===== src/rtl/column_readout_scheduler.sv =====
// First-level readout scheduler: drains N_COL column FIFOs one word at a time,
// round-robin, onto a registered valid/ready output and counts transferred words.
`timescale 1ns/1ps
module column_readout_scheduler #(
  parameter int N_COL = 4,
  parameter int DW    = 28,
  parameter int SW    = 2
) (
  input  logic                clk_40MHz,
  input  logic                rst_n,
  input  logic                readout_start,
  input  logic [N_COL-1:0]    fifo_empty,
  input  logic [N_COL*DW-1:0] fifo_data,
  output logic [N_COL-1:0]    fifo_rd_en,
  output logic [DW-1:0]       out_data,
  output logic [SW-1:0]       out_src,
  output logic                out_valid,
  input  logic                out_ready,
  output logic                readout_busy,
  output logic                readout_done,
  output logic [15:0]         word_count
);

  typedef enum logic [2:0] {
    ST_IDLE = 3'd0,
    ST_ARB  = 3'd1,
    ST_RD   = 3'd2,
    ST_LOAD = 3'd3,
    ST_HOLD = 3'd4
  } state_t;

  state_t            state_r, state_s;
  logic [SW-1:0]     ptr_r, ptr_s;
  logic [SW-1:0]     grant_r, grant_s;
  logic [SW-1:0]     pick_s, cand_s;
  logic              found_s;
  logic              all_empty_s;
  logic              handshake_s;
  logic [DW-1:0]     sel_data_s;
  logic [N_COL-1:0]  rd_en_r, rd_en_s;
  logic [DW-1:0]     data_r, data_s;
  logic [SW-1:0]     src_r, src_s;
  logic              valid_r, valid_s;
  logic              busy_r, busy_s;
  logic              done_r, done_s;
  logic [15:0]       count_r, count_s;

  assign all_empty_s  = &fifo_empty;
  assign handshake_s  = valid_r & out_ready;

  assign fifo_rd_en   = rd_en_r;
  assign out_data     = data_r;
  assign out_src      = src_r;
  assign out_valid    = valid_r;
  assign readout_busy = busy_r;
  assign readout_done = done_r;
  assign word_count   = count_r;

  // Round-robin search: first non-empty column starting at ptr, wrapping mod N_COL.
  always_comb begin
    found_s = 1'b0;
    pick_s  = ptr_r;
    cand_s  = ptr_r;
    for (int i = 0; i < N_COL; i++) begin
      cand_s  = ptr_r + SW'(i);
      pick_s  = (!found_s && !fifo_empty[cand_s]) ? cand_s : pick_s;
      found_s = found_s | ~fifo_empty[cand_s];
    end
  end

  // Select the granted column's read data.
  always_comb begin
    sel_data_s = {DW{1'b0}};
    for (int c = 0; c < N_COL; c++) begin
      sel_data_s = (grant_r == SW'(c)) ? fifo_data[c*DW +: DW] : sel_data_s;
    end
  end

  // Next-state logic.
  always_comb begin
    state_s = ST_IDLE;
    case (state_r)
      ST_IDLE: state_s = readout_start ? ST_ARB : ST_IDLE;
      ST_ARB:  state_s = all_empty_s ? ST_IDLE : ST_RD;
      ST_RD:   state_s = ST_LOAD;
      ST_LOAD: state_s = ST_HOLD;
      ST_HOLD: state_s = handshake_s ? ST_ARB : ST_HOLD;
      default: state_s = ST_IDLE;
    endcase
  end

  // Next values of the registered datapath and outputs.
  always_comb begin
    ptr_s   = ptr_r;
    grant_s = grant_r;
    rd_en_s = {N_COL{1'b0}};
    data_s  = data_r;
    src_s   = src_r;
    valid_s = valid_r;
    done_s  = 1'b0;
    count_s = count_r;
    busy_s  = (state_s != ST_IDLE);
    case (state_r)
      ST_IDLE: begin
        if (readout_start) begin
          count_s = 16'h0000;
          ptr_s   = {SW{1'b0}};
        end else begin
          count_s = count_r;
        end
      end
      ST_ARB: begin
        if (all_empty_s) begin
          done_s = 1'b1;
        end else begin
          grant_s = pick_s;
          rd_en_s = {{(N_COL-1){1'b0}}, 1'b1} << pick_s;
        end
      end
      ST_RD: begin
        rd_en_s = {N_COL{1'b0}};
      end
      ST_LOAD: begin
        data_s  = sel_data_s;
        src_s   = grant_r;
        valid_s = 1'b1;
      end
      ST_HOLD: begin
        if (handshake_s) begin
          valid_s = 1'b0;
          count_s = (count_r == 16'hFFFF) ? count_r : count_r + 16'd1;
          ptr_s   = grant_r + SW'(1);
        end else begin
          valid_s = valid_r;
        end
      end
      default: begin
        ptr_s   = {SW{1'b0}};
        grant_s = {SW{1'b0}};
        data_s  = {DW{1'b0}};
        src_s   = {SW{1'b0}};
        valid_s = 1'b0;
        count_s = 16'h0000;
        busy_s  = 1'b0;
      end
    endcase
  end

  // State and output registers.
  always_ff @(posedge clk_40MHz or negedge rst_n) begin
    if (!rst_n) begin
      state_r <= ST_IDLE;
      ptr_r   <= {SW{1'b0}};
      grant_r <= {SW{1'b0}};
      rd_en_r <= {N_COL{1'b0}};
      data_r  <= {DW{1'b0}};
      src_r   <= {SW{1'b0}};
      valid_r <= 1'b0;
      busy_r  <= 1'b0;
      done_r  <= 1'b0;
      count_r <= 16'h0000;
    end else begin
      state_r <= state_s;
      ptr_r   <= ptr_s;
      grant_r <= grant_s;
      rd_en_r <= rd_en_s;
      data_r  <= data_s;
      src_r   <= src_s;
      valid_r <= valid_s;
      busy_r  <= busy_s;
      done_r  <= done_s;
      count_r <= count_s;
    end
  end

endmodule

===== config.mk =====
export PLATFORM = sky130hd
export DESIGN_NAME = column_readout_scheduler
export DESIGN_NICKNAME = d
export VERILOG_FILES = /design/src/rtl/column_readout_scheduler.sv
export SDC_FILE = /design/constraint.sdc
export NUM_CORES = 1
export LEC_CHECK = 0
export ABC_AREA = 0
export CAP_MARGIN = 25
export CORE_MARGIN = 1.5
export CORE_UTILIZATION = 40
export DETAILED_ROUTE_END_ITERATION = 10
export PLACE_DENSITY_LB_ADDON = 0.12
export SYNTH_ARGS = -nofsm -noshare
export SYNTH_HDL_FRONTEND = slang
export SYNTH_SLANG_ARGS = --single-unit

===== constraint.sdc =====
create_clock -name clk_40MHz -period 5 [get_ports clk_40MHz]
set_clock_uncertainty 0.05 [all_clocks]
set_input_delay 1.5 -clock clk_40MHz [delete_from_list [all_inputs] [get_ports clk_40MHz]]
set_output_delay 1.5 -clock clk_40MHz [all_outputs]
set_load 0.05 [all_outputs]

Yosys cells after proc, flatten, opt, wreduce, memory -nomap -nowiden --
Cells that the tools add are included.
Storage, ports and cells: bits in registers 60, bits in latches 0, RAM bits 0, bits in read-only memories 0, word-level logic and storage cells 99, memories kept 0
Operators by class: add/sub/neg operators 5, multipliers 0, div/mod/pow operators 0, magnitude comparators 4, equal/unequal tests 12, shifts and indexed selects 1, mux-type cells 37, bitwise gates (word level) 9, reductions and logical operators 21
Operator list (number):
- $mux 28 | 4
- $pmux 28 s2 | 1
- $mux 16 | 3
- $pmux 16 s3 | 1
- $add 16x1->16 const B | 1
- $eq 16x16->1 const B | 1
- $pmux 3 s5 | 1
- $mux 2 | 7
- $lt 2x3->1 const B | 4
- $mux 1 | 9
- $bmux 1 s2 | 4
- $mux 4 | 2
- $ne 2x2->1 const B | 4
- $pmux 2 s2 | 2
- $reduce_and 4->1 | 2
- $reduce_or 4->1 | 2
- $eq 3x2->1 const B | 2
- $not 1->1 | 6
- $pmux 2 s3 | 1
- $reduce_or 3->1 | 2
- $logic_not 1->1 | 5
- $reduce_or 5->1 | 1
- $add 2x1->2 const B | 2
- $add 2x2->2 const B | 2
- other kinds (15) | 20

Longest topological paths before layout --
Gate-level depths: netlist (run 1).
depth after elaboration 12, mapped depth 9, mapped depth without buffers 7

Worst setup path after synthesis (run 1) --
OpenSTA, ideal clock, no wires.
kind input to register, start point input port readout_start, end point register count_r[6] (netlist: word_count[6]), setup time 0.079 ns, data arrival time 2.620 ns, required time 4.871 ns, slack 2.251 ns, cell stages on the path 6, buffers on the path 1, cell sequence nor3b_1 -> o22ai_2 -> a21o_1 -> buf_6 -> or3_1 -> a21oi_1
Between the ends: longest elaborated chain between the ends 2
Ends and longest elaborated chain:
- start, declared | line 11 | input logic readout_start,
- $ne 2x2->1 (no source line)
- $reduce_and 4->1 (no source line)
- end signal, assigned | line 172 | count_r <= count_s;
- end, declared | line 46 | logic [15:0] count_r, count_s;
Every way passes these cells. A chain may end at the register's enable or synchronous reset.

Worst setup path in the final report (run 1) --
start point input port readout_start, end point register count_r[5] (netlist: word_count[5])
The elaborated chain is that of the path after synthesis.

==> flow_metrics.tcl, run 1 <==
set metrics [dict create \
    timing.critical_path.slowest_cell_delay_ns 0.52 \
    path_class "in2reg" \
    ioPinCount 173 \
    cts_made_buffers 9 \
    worst-path-max-fanout 15 \
    grt_pass1_vias 3828 \
    rsz0062_at_grt "false" \
    period_minus_slack_ns 3.269 \
    wl_per_cell_um 15.84 \
    cts-htree-levels 3 \
    setup_viol 0 \
    final_common_cell "clkdlybuf4s50_1" \
    yosys_warnings 0 \
    dr_total_vias 3764 \
    synth-async-reset-ratio 1.000 \
    drive_above_1_share 0.05792 \
    start_util 0.4136 \
    final_max_slew_viol_count 0 \
    clk_pin_slew_ns 0.07 \
    drc 0 \
    n_antenna_cell 0 \
    core_area_mm2 0.008763 \
    cts_tree "done" \
    synth_edf_count 0 \
    ctsHoldBuffers 0 \
    cts_resized 0 \
    fmax_mhz 305.9 \
    synthCells 431 \
    worst-path-buf-inv 1 \
    timing.final.ws_setup_ns 1.731 \
    grt-ovfl-total 0 \
    fin_total_pwr_mw 2.916 \
    max_cap_viol_count 0 \
    cp-start-kind "primary input" \
    synth_area_mm2 0.003625 \
    grt_antenna_before_repair 0 \
    yosys_most_used_dff "dfrtp_1" \
    first_pass_iters 5 \
    dp_hpwl_mm 8.107 \
    layout_common_cells "clkdlybuf4s50_1, nand2_1, a21oi_1" \
    tns_ns 0 \
    die_width_um 98.20 \
    cts_max_path_buffers 2 \
    hold_viol 0 \
    syn2layout_area_growth_pct 53.88 \
    status "completed" \
    num_rows 34 \
    cp.required_ns 5.21 \
    register_area_mm2 0.001501 \
    syn_area_per_cell_um2 8.410 \
    multi_input_area_mm2 0.001938 \
    clk_latency_ns 0.33 \
    cts.sinks 60 \
    yosysSeqAreaShare 0.4142 \
    drt-initial-drc-count 115 \
    n_fill_cell 794 \
    worst_pin_slew_ns 1.018 \
    critPathCaptureType "flop" \
    numPortBuffers 172 \
    grt_max_degree 57 \
    hp-class "reg2reg" \
    synth_nets 556 \
    die_area_mm2 0.009642 \
    die_y_um 98.20 \
    grt_pass1_wl_mm 17.84 \
    finalCritPeriodShare 0.6539 \
    post-place-ws_ns 1.405 \
    pwr_density_cell_mw_per_mm2 522.8 \
    post_cts.repair.setup_buffers 0 \
    clockRootBuffer "clkbuf_8" \
    wirelength_mm 11.01 \
    via_per_inst 5.416 \
    fin_nets 708 \
    yosysUniqueCellTypes 43 \
    postRouteAntennaNets 0 \
    slew_headroom 0.3217 \
    crit_family "compound AO/OA/AOI/OAI gates" \
    ys_ff_latch 60 \
    slowest_stage "clkdlybuf4s50_1" \
    place_congestion 0.8592 \
    p_leak_nw 2.181 \
    worst_ir_drop_vdd_mv 0.2329 \
    crit_chain "clkdlybuf4s50_1 -> nor3b_1 -> o22ai_2 -> a21o_1 -> or4_1 -> a21oi_1" \
    grt_use_total 0.2297 \
    arrival_ns 3.48 \
]
==> state kept, by name, indices dropped and copies added, names as in the netlist <==
register / flops
out_data: 28
word_count: 16
fifo_rd_en: 4
state_r: 3
grant_r: 2
out_src: 2
ptr_r: 2
out_valid: 1
readout_busy: 1
readout_done: 1
==> report_power, final <==
part	internal [mW]	switching (mW)	leakage, nW
registers	0.646	0.137	0.804
clock network	0.254	0.190	0.105
logic	0.646	1.04	1.27
total	1.55	1.37	2.18
==> Yosys cell counts, drive strengths merged, types with 6 or more instances <==
cell / number / area, um2
clkbuf: 30 / 112.6
nand3b: 29 / 217.7
o21ai: 42 / 210.2
xnor2: 10 / 87.58
nor2: 17 / 63.81
nand2: 72 / 270.3
a21oi: 64 / 320.3
dfrtp: 60 / 1501
nand4: 6 / 37.54
buf: 8 / 62.56
a22o: 30 / 262.8
a211oi: 6 / 45.04
==> stage by stage <==
step | hold slack, ns | area [um2] | instances | util
3_5_place_dp | 0.4352 | 5363 | 679 | 0.6119
2_1_floorplan | 0.4481 | 3625 | 431 | -
5_1_grt | 0.4640 | 5578 | 695 | 0.6365
6_report | 0.4511 | 5578 | 695 | 0.6365
3_3_place_gp | 0.4357 | 5348 | 678 | 0.6102
4_1_cts | 0.4578 | 5563 | 694 | 0.6348
==> final cells by class <==
type | instances | share of cell area
inverters | 5 | 0.003365
clock inverters | 4 | 0.008748
clock buffers | 11 | 0.02714
multi-input cells | 328 | 0.3475
repair buffers | 179 | 0.3199
flip-flops and latches | 60 | 0.2692
well taps | 108 | 0.02423
==> routing by layer <==
layer / track usage / up-vias / routed length [um]
met5: 0 / - / 0
met4: 0.08017 / 0 / 238
met3: 0.06872 / 18 / 773
met2: 0.4032 / 130 / 5489
met1: 0.2664 / 1768 / 4508
li1: - / 1848 / -
==> final timing paths <==
check                                    from              to  slack (ns)  depth (start not counted)
worst min register to register     out_src[0]      out_src[0]        0.45                          1
max in group asynchronous               rst_n  word_count[11]        2.89                          2
worst max-delay path            readout_start   word_count[5]        1.73                          6
min in group asynchronous               rst_n    out_data[25]        1.15                          1
worst max register to register     state_r[2]   word_count[8]        2.23                          6
worst min-delay path               out_src[0]      out_src[0]        0.45                          1
==> logic make-up after synthesis <==
kind of cell,count (synthesis),synth area share
flip-flops,60,0.4142
adder cells (fa/ha/maj),5,0.01726
buffers and inverters,43,0.05350
XOR/XNOR,10,0.02416
AO/OA/AOI/OAI,158,0.2689
AND/OR/NAND/NOR,155,0.2220
Power figures use the tool's default switching activity.
==> inputs of run 2 (changes only) <==
--- a/config.mk
+++ b/config.mk
@@ -8,7 +8,7 @@
 export ABC_AREA = 0
 export CAP_MARGIN = 25
 export CORE_MARGIN = 1.5
-export CORE_UTILIZATION = 40
+export CORE_UTILIZATION = 37
 export DETAILED_ROUTE_END_ITERATION = 10
 export PLACE_DENSITY_LB_ADDON = 0.12
 export SYNTH_ARGS = -nofsm -noshare
==> constraint.sdc (replaced) <==
create_clock -name clk_40MHz -period 2.7 [get_ports clk_40MHz]
set_clock_uncertainty 0.05 [all_clocks]
set_input_delay 0.81 -clock clk_40MHz [delete_from_list [all_inputs] [get_ports clk_40MHz]]
set_output_delay 0.81 -clock clk_40MHz [all_outputs]
set_load 0.05 [all_outputs]
==> flow_metrics.tcl, run 2 (synthesis results as in run 1) <==
set metrics [dict create \
    cts.sinks 60 \
    cts_max_path_buffers 2 \
    period_minus_slack_ns 2.488 \
    slowest_stage "clkdlybuf4s50_1" \
    fmax_mhz 401.9 \
    reg2reg_to "out_data[23]" \
    status "completed" \
    regToRegSetupSlack_ns 0.64 \
    num_rows 35 \
    cts_tree "done" \
    crit_family "buffers and inverters" \
    cts-htree-levels 3 \
    critPathCaptureType "primary output" \
    drive_above_1_share 0.07191 \
    first_pass_iters 4 \
    layout_common_cells "clkdlybuf4s50_1, nand2_1, a21oi_1" \
    worst_pin_slew_ns 0.8354 \
    dr_total_vias 3765 \
    tns_ns 0 \
    via_per_inst 5.179 \
    wl_per_cell_um 15.46 \
    hp-class "in2async" \
    wirelength_mm 11.24 \
    worstRegToRegCells 8 \
    rsz0062_at_grt "false" \
    numPortBuffers 172 \
    timing.critical_path.slowest_cell_delay_ns 0.84 \
    cp-start-kind "flop" \
    drc 0 \
    post_cts.repair.setup_buffers 0 \
    crit_start "word_count[0]" \
    grt_antenna_before_repair 0 \
    pwr_density_cell_mw_per_mm2 940.7 \
    clk_pin_slew_ns 0.06 \
    place_congestion 0.8675 \
    largest_reg_flops 28 \
    core_area_mm2 0.009371 \
    syn2layout_area_growth_pct 55.51 \
    grt_pass1_vias 3719 \
    ctsHoldBuffers 0 \
    placedCellCount 711 \
    dp_hpwl_mm 8.249 \
    n_fill_cell 884 \
    cp.depth 1 \
    n_antenna_cell 0 \
    worst_ir_drop_vdd_mv 0.4172 \
    worstSetupEndpoint "word_count[0]" \
    cp.required_ns 1.84 \
    worst-path-buf-inv 1 \
    p_leak_nw 2.212 \
    hold_viol 0 \
    utilization 0.6015 \
    postRouteAntennaNets 0 \
    cts_resized 0 \
    cts_made_buffers 9 \
    arrival_ns 1.63 \
    crit_chain "clkdlybuf4s50_1" \
    clk_latency_ns 0.33 \
    layout.cells.non_filler 727 \
    grt-ovfl-total 0 \
    finalCritPeriodShare 0.9215 \
    start_util 0.3868 \
    setup_viol 0 \
    worst-path-max-fanout 7 \
    die_width_um 102.0 \
    final_max_slew_viol_count 0 \
    grt_use_total 0.2195 \
    die_area_mm2 0.01040 \
    path_class "reg2out" \
    die_y_um 102.0 \
    drt-initial-drc-count 117 \
    grt_max_degree 61 \
    rr_startpoint "grant_r[1]" \
    final_common_cell "clkdlybuf4s50_1" \
    clockRootBuffer "clkbuf_8" \
    max_cap_viol_count 0 \
    ioPinCount 173 \
    slew_headroom 0.4431 \
    fin_nets 718 \
    grt_pass1_wl_mm 17.77 \
]
## run 2: layout make-up
cell class | instances | area, um2 | share of cell area
clock buffer | 11 | 131.4 | 0.02331
clock inverter | 5 | 28.78 | 0.005105
inverter | 5 | 18.77 | 0.003330
multi-input combinational | 328 | 1938 | 0.3438
sequential | 60 | 1501 | 0.2664
tap | 129 | 161.4 | 0.02863
timing repair buffer | 189 | 1857 | 0.3294
## run 2: power breakdown
group	internal [mW]	switching (mW)
Combinational	1.24	2.00
Clock	0.328	0.344
Sequential	1.20	0.194
Total	2.77	2.54
## run 2: worst min path at each step
stage | start | end | slack [ns] | depth (start not counted)
floorplan | ptr_r[0] | ptr_r[0] | 0.45 | 2
global placement | out_src[1] | out_src[1] | 0.44 | 1
detailed placement | out_src[1] | out_src[1] | 0.44 | 1
CTS | rst_n | out_data[3] | 0.43 | 2
global route | rst_n | out_data[3] | 0.44 | 2
finish | rst_n | out_data[3] | 0.42 | 2
## run 2: per-layer routing
layer  vias to the layer above  share of wire  track usage
li1                       1873              -            -
met1                      1757           0.42       0.2556
met2                       125           0.49       0.3800
met3                        10          0.075      0.07592
met4                         0          0.013      0.06849
met5                         -              0            0
## run 2: through the flow
stage	hold slack (ns)	power (mW)	cell area, um2	setup WS [ns]
global route	0.4374	5.631	5637	0.1148
CTS	0.4332	5.351	5637	0.1895
floorplan	0.4481	3.510	3625	0.5338
detailed placement	0.4384	4.656	5477	0.05289
global placement	0.4381	4.609	5477	0.09705
finish	0.4229	5.303	5637	0.2119
==> inputs of run 3 (changes only) <==
--- a/config.mk
+++ b/config.mk
@@ -6,11 +6,12 @@
 export NUM_CORES = 1
 export LEC_CHECK = 0
 export ABC_AREA = 0
-export CAP_MARGIN = 25
+export CAP_MARGIN = 20
 export CORE_MARGIN = 1.5
 export CORE_UTILIZATION = 37
 export DETAILED_ROUTE_END_ITERATION = 10
-export PLACE_DENSITY_LB_ADDON = 0.12
+export GPL_ROUTABILITY_DRIVEN = 0
+export PLACE_DENSITY = 0.87
 export SYNTH_ARGS = -nofsm -noshare
 export SYNTH_HDL_FRONTEND = slang
 export SYNTH_SLANG_ARGS = --single-unit
==> flow_metrics.tcl, run 3 (synthesis results as in run 1) <==
set metrics [dict create \
    seqPwrFrac 0.262 \
    register_area_mm2 0.001501 \
    slew_headroom 0.6061 \
    via_per_inst 5.295 \
    clk_latency_ns 0.33 \
    n_fill_cell 857 \
    layout.cells.non_filler 726 \
    cts_max_path_buffers 2 \
    cp.required_ns 1.84 \
    hold_viol 0 \
    crit_family "buffers and inverters" \
    largest_reg_flops 28 \
    grt_max_degree 57 \
    hp-class "in2async" \
    worstRegToRegCells 8 \
    finalCritPeriodShare 0.9334 \
    drt-initial-drc-count 223 \
    drc 0 \
    wl_per_cell_um 15.49 \
    clkPwrFrac 0.132 \
    placedCellCount 711 \
    max_cap_viol_count 0 \
    die_area_mm2 0.01040 \
    regToRegSetupSlack_ns 0.64 \
    arrival_ns 1.66 \
    grt_antenna_before_repair 0 \
    die_y_um 102.0 \
    tns_ns 0 \
    p_leak_nw 2.219 \
    reg2reg_to "out_data[24]" \
    post_cts.repair.setup_buffers 0 \
    utilization 0.6037 \
    clk_pin_slew_ns 0.07 \
    status "completed" \
    path_class "reg2out" \
    ctsHoldBuffers 0 \
    rr_startpoint "grant_r[1]" \
    whs_ns 0.3422 \
    final_common_cell "clkdlybuf4s50_1" \
    cp-start-kind "flop" \
    worst-path-max-fanout 7 \
    num_rows 35 \
    first_pass_iters 4 \
    start_util 0.3868 \
    pwr_density_cell_mw_per_mm2 944.3 \
    cts_made_buffers 9 \
    syn2layout_area_growth_pct 56.09 \
    rsz0062_at_grt "false" \
    fin_nets 718 \
    power.internal_mw 2.815 \
    final_max_slew_viol_count 0 \
    die_width_um 102.0 \
    timing.critical_path.slowest_cell_delay_ns 0.85 \
    cts.sinks 60 \
    period_minus_slack_ns 2.520 \
    crit_chain "clkdlybuf4s50_1" \
    grt-ovfl-total 0 \
    wirelength_mm 11.25 \
    grt_pass1_vias 3799 \
    worst-path-buf-inv 1 \
    cp.depth 1 \
    power_frac_comb 0.606 \
    core_area_mm2 0.009371 \
    worst_ir_drop_vdd_mv 0.5908 \
    fmax_mhz 396.8 \
    dp_hpwl_mm 8.415 \
    numPortBuffers 172 \
    setup_viol 0 \
    postRouteAntennaNets 0 \
    dr_total_vias 3844 \
    worst_pin_slew_ns 0.5909 \
    cts_tree "done" \
    grt_pass1_wl_mm 18.11 \
    cts_resized 0 \
    clockRootBuffer "clkbuf_8" \
    ioPinCount 173 \
    slowest_stage "clkdlybuf4s50_1" \
    drive_above_1_share 0.07035 \
    n_antenna_cell 0 \
    grt_use_total 0.2207 \
    layout_common_cells "clkdlybuf4s50_1, nand2_1, a21oi_1" \
    cts-htree-levels 3 \
    multi_input_area_mm2 0.001938 \
    switchingPower_mw 2.527 \
    swShare 0.4730 \
    critPathCaptureType "primary output" \
]
[run 3: worst max-delay path by stage]
stage	from	end	slack (ns)
floorplan	word_count[2]	word_count[6]	0.53
global placement	readout_start	word_count[9]	0.13
detailed placement	readout_start	word_count[9]	0.05
CTS	word_count[0]	word_count[0]	0.18
global route	word_count[6]	word_count[6]	0.14
finish	word_count[6]	word_count[6]	0.18
[run 3: metal layers]
metal,global-route usage,wire [um]
met2,0.3917,5723
met5,0,0
met1,0.2616,4585
met4,0.07798,257
met3,0.04993,678
[run 3: cell type report]
class                           count  share of cell area
Clock buffer                       13             0.02808
Clock inverter                      2            0.001769
Inverter                            5            0.003317
Multi-Input combinational cell    328              0.3425
Sequential cell                    60              0.2654
Tap cell                          129             0.02853
Timing Repair Buffer              189              0.3304
[run 3: power groups by stage]
| stage | clock network, mW | logic, mW | registers [mW] |
|---|---|---|---|
| final | 0.708 | 3.24 | 1.40 |
| after global placement | 0 | 3.17 | 1.40 |
| after detailed placement | 0 | 3.24 | 1.41 |
| after global routing | 0.765 | 3.46 | 1.43 |
| after CTS | 0.718 | 3.25 | 1.40 |
| after floorplan | 0 | 1.21 | 2.30 |
[run 3: stage by stage]
stage          area, um2  setup slack, ns  power [mW]
4_1_cts             5658           0.1806       5.370
6_report            5658           0.1798       5.343
2_1_floorplan       3625           0.5338       3.510
5_1_grt             5658           0.1383       5.663
3_5_place_dp        5489          0.04573       4.648
3_3_place_gp        5489           0.1283       4.572
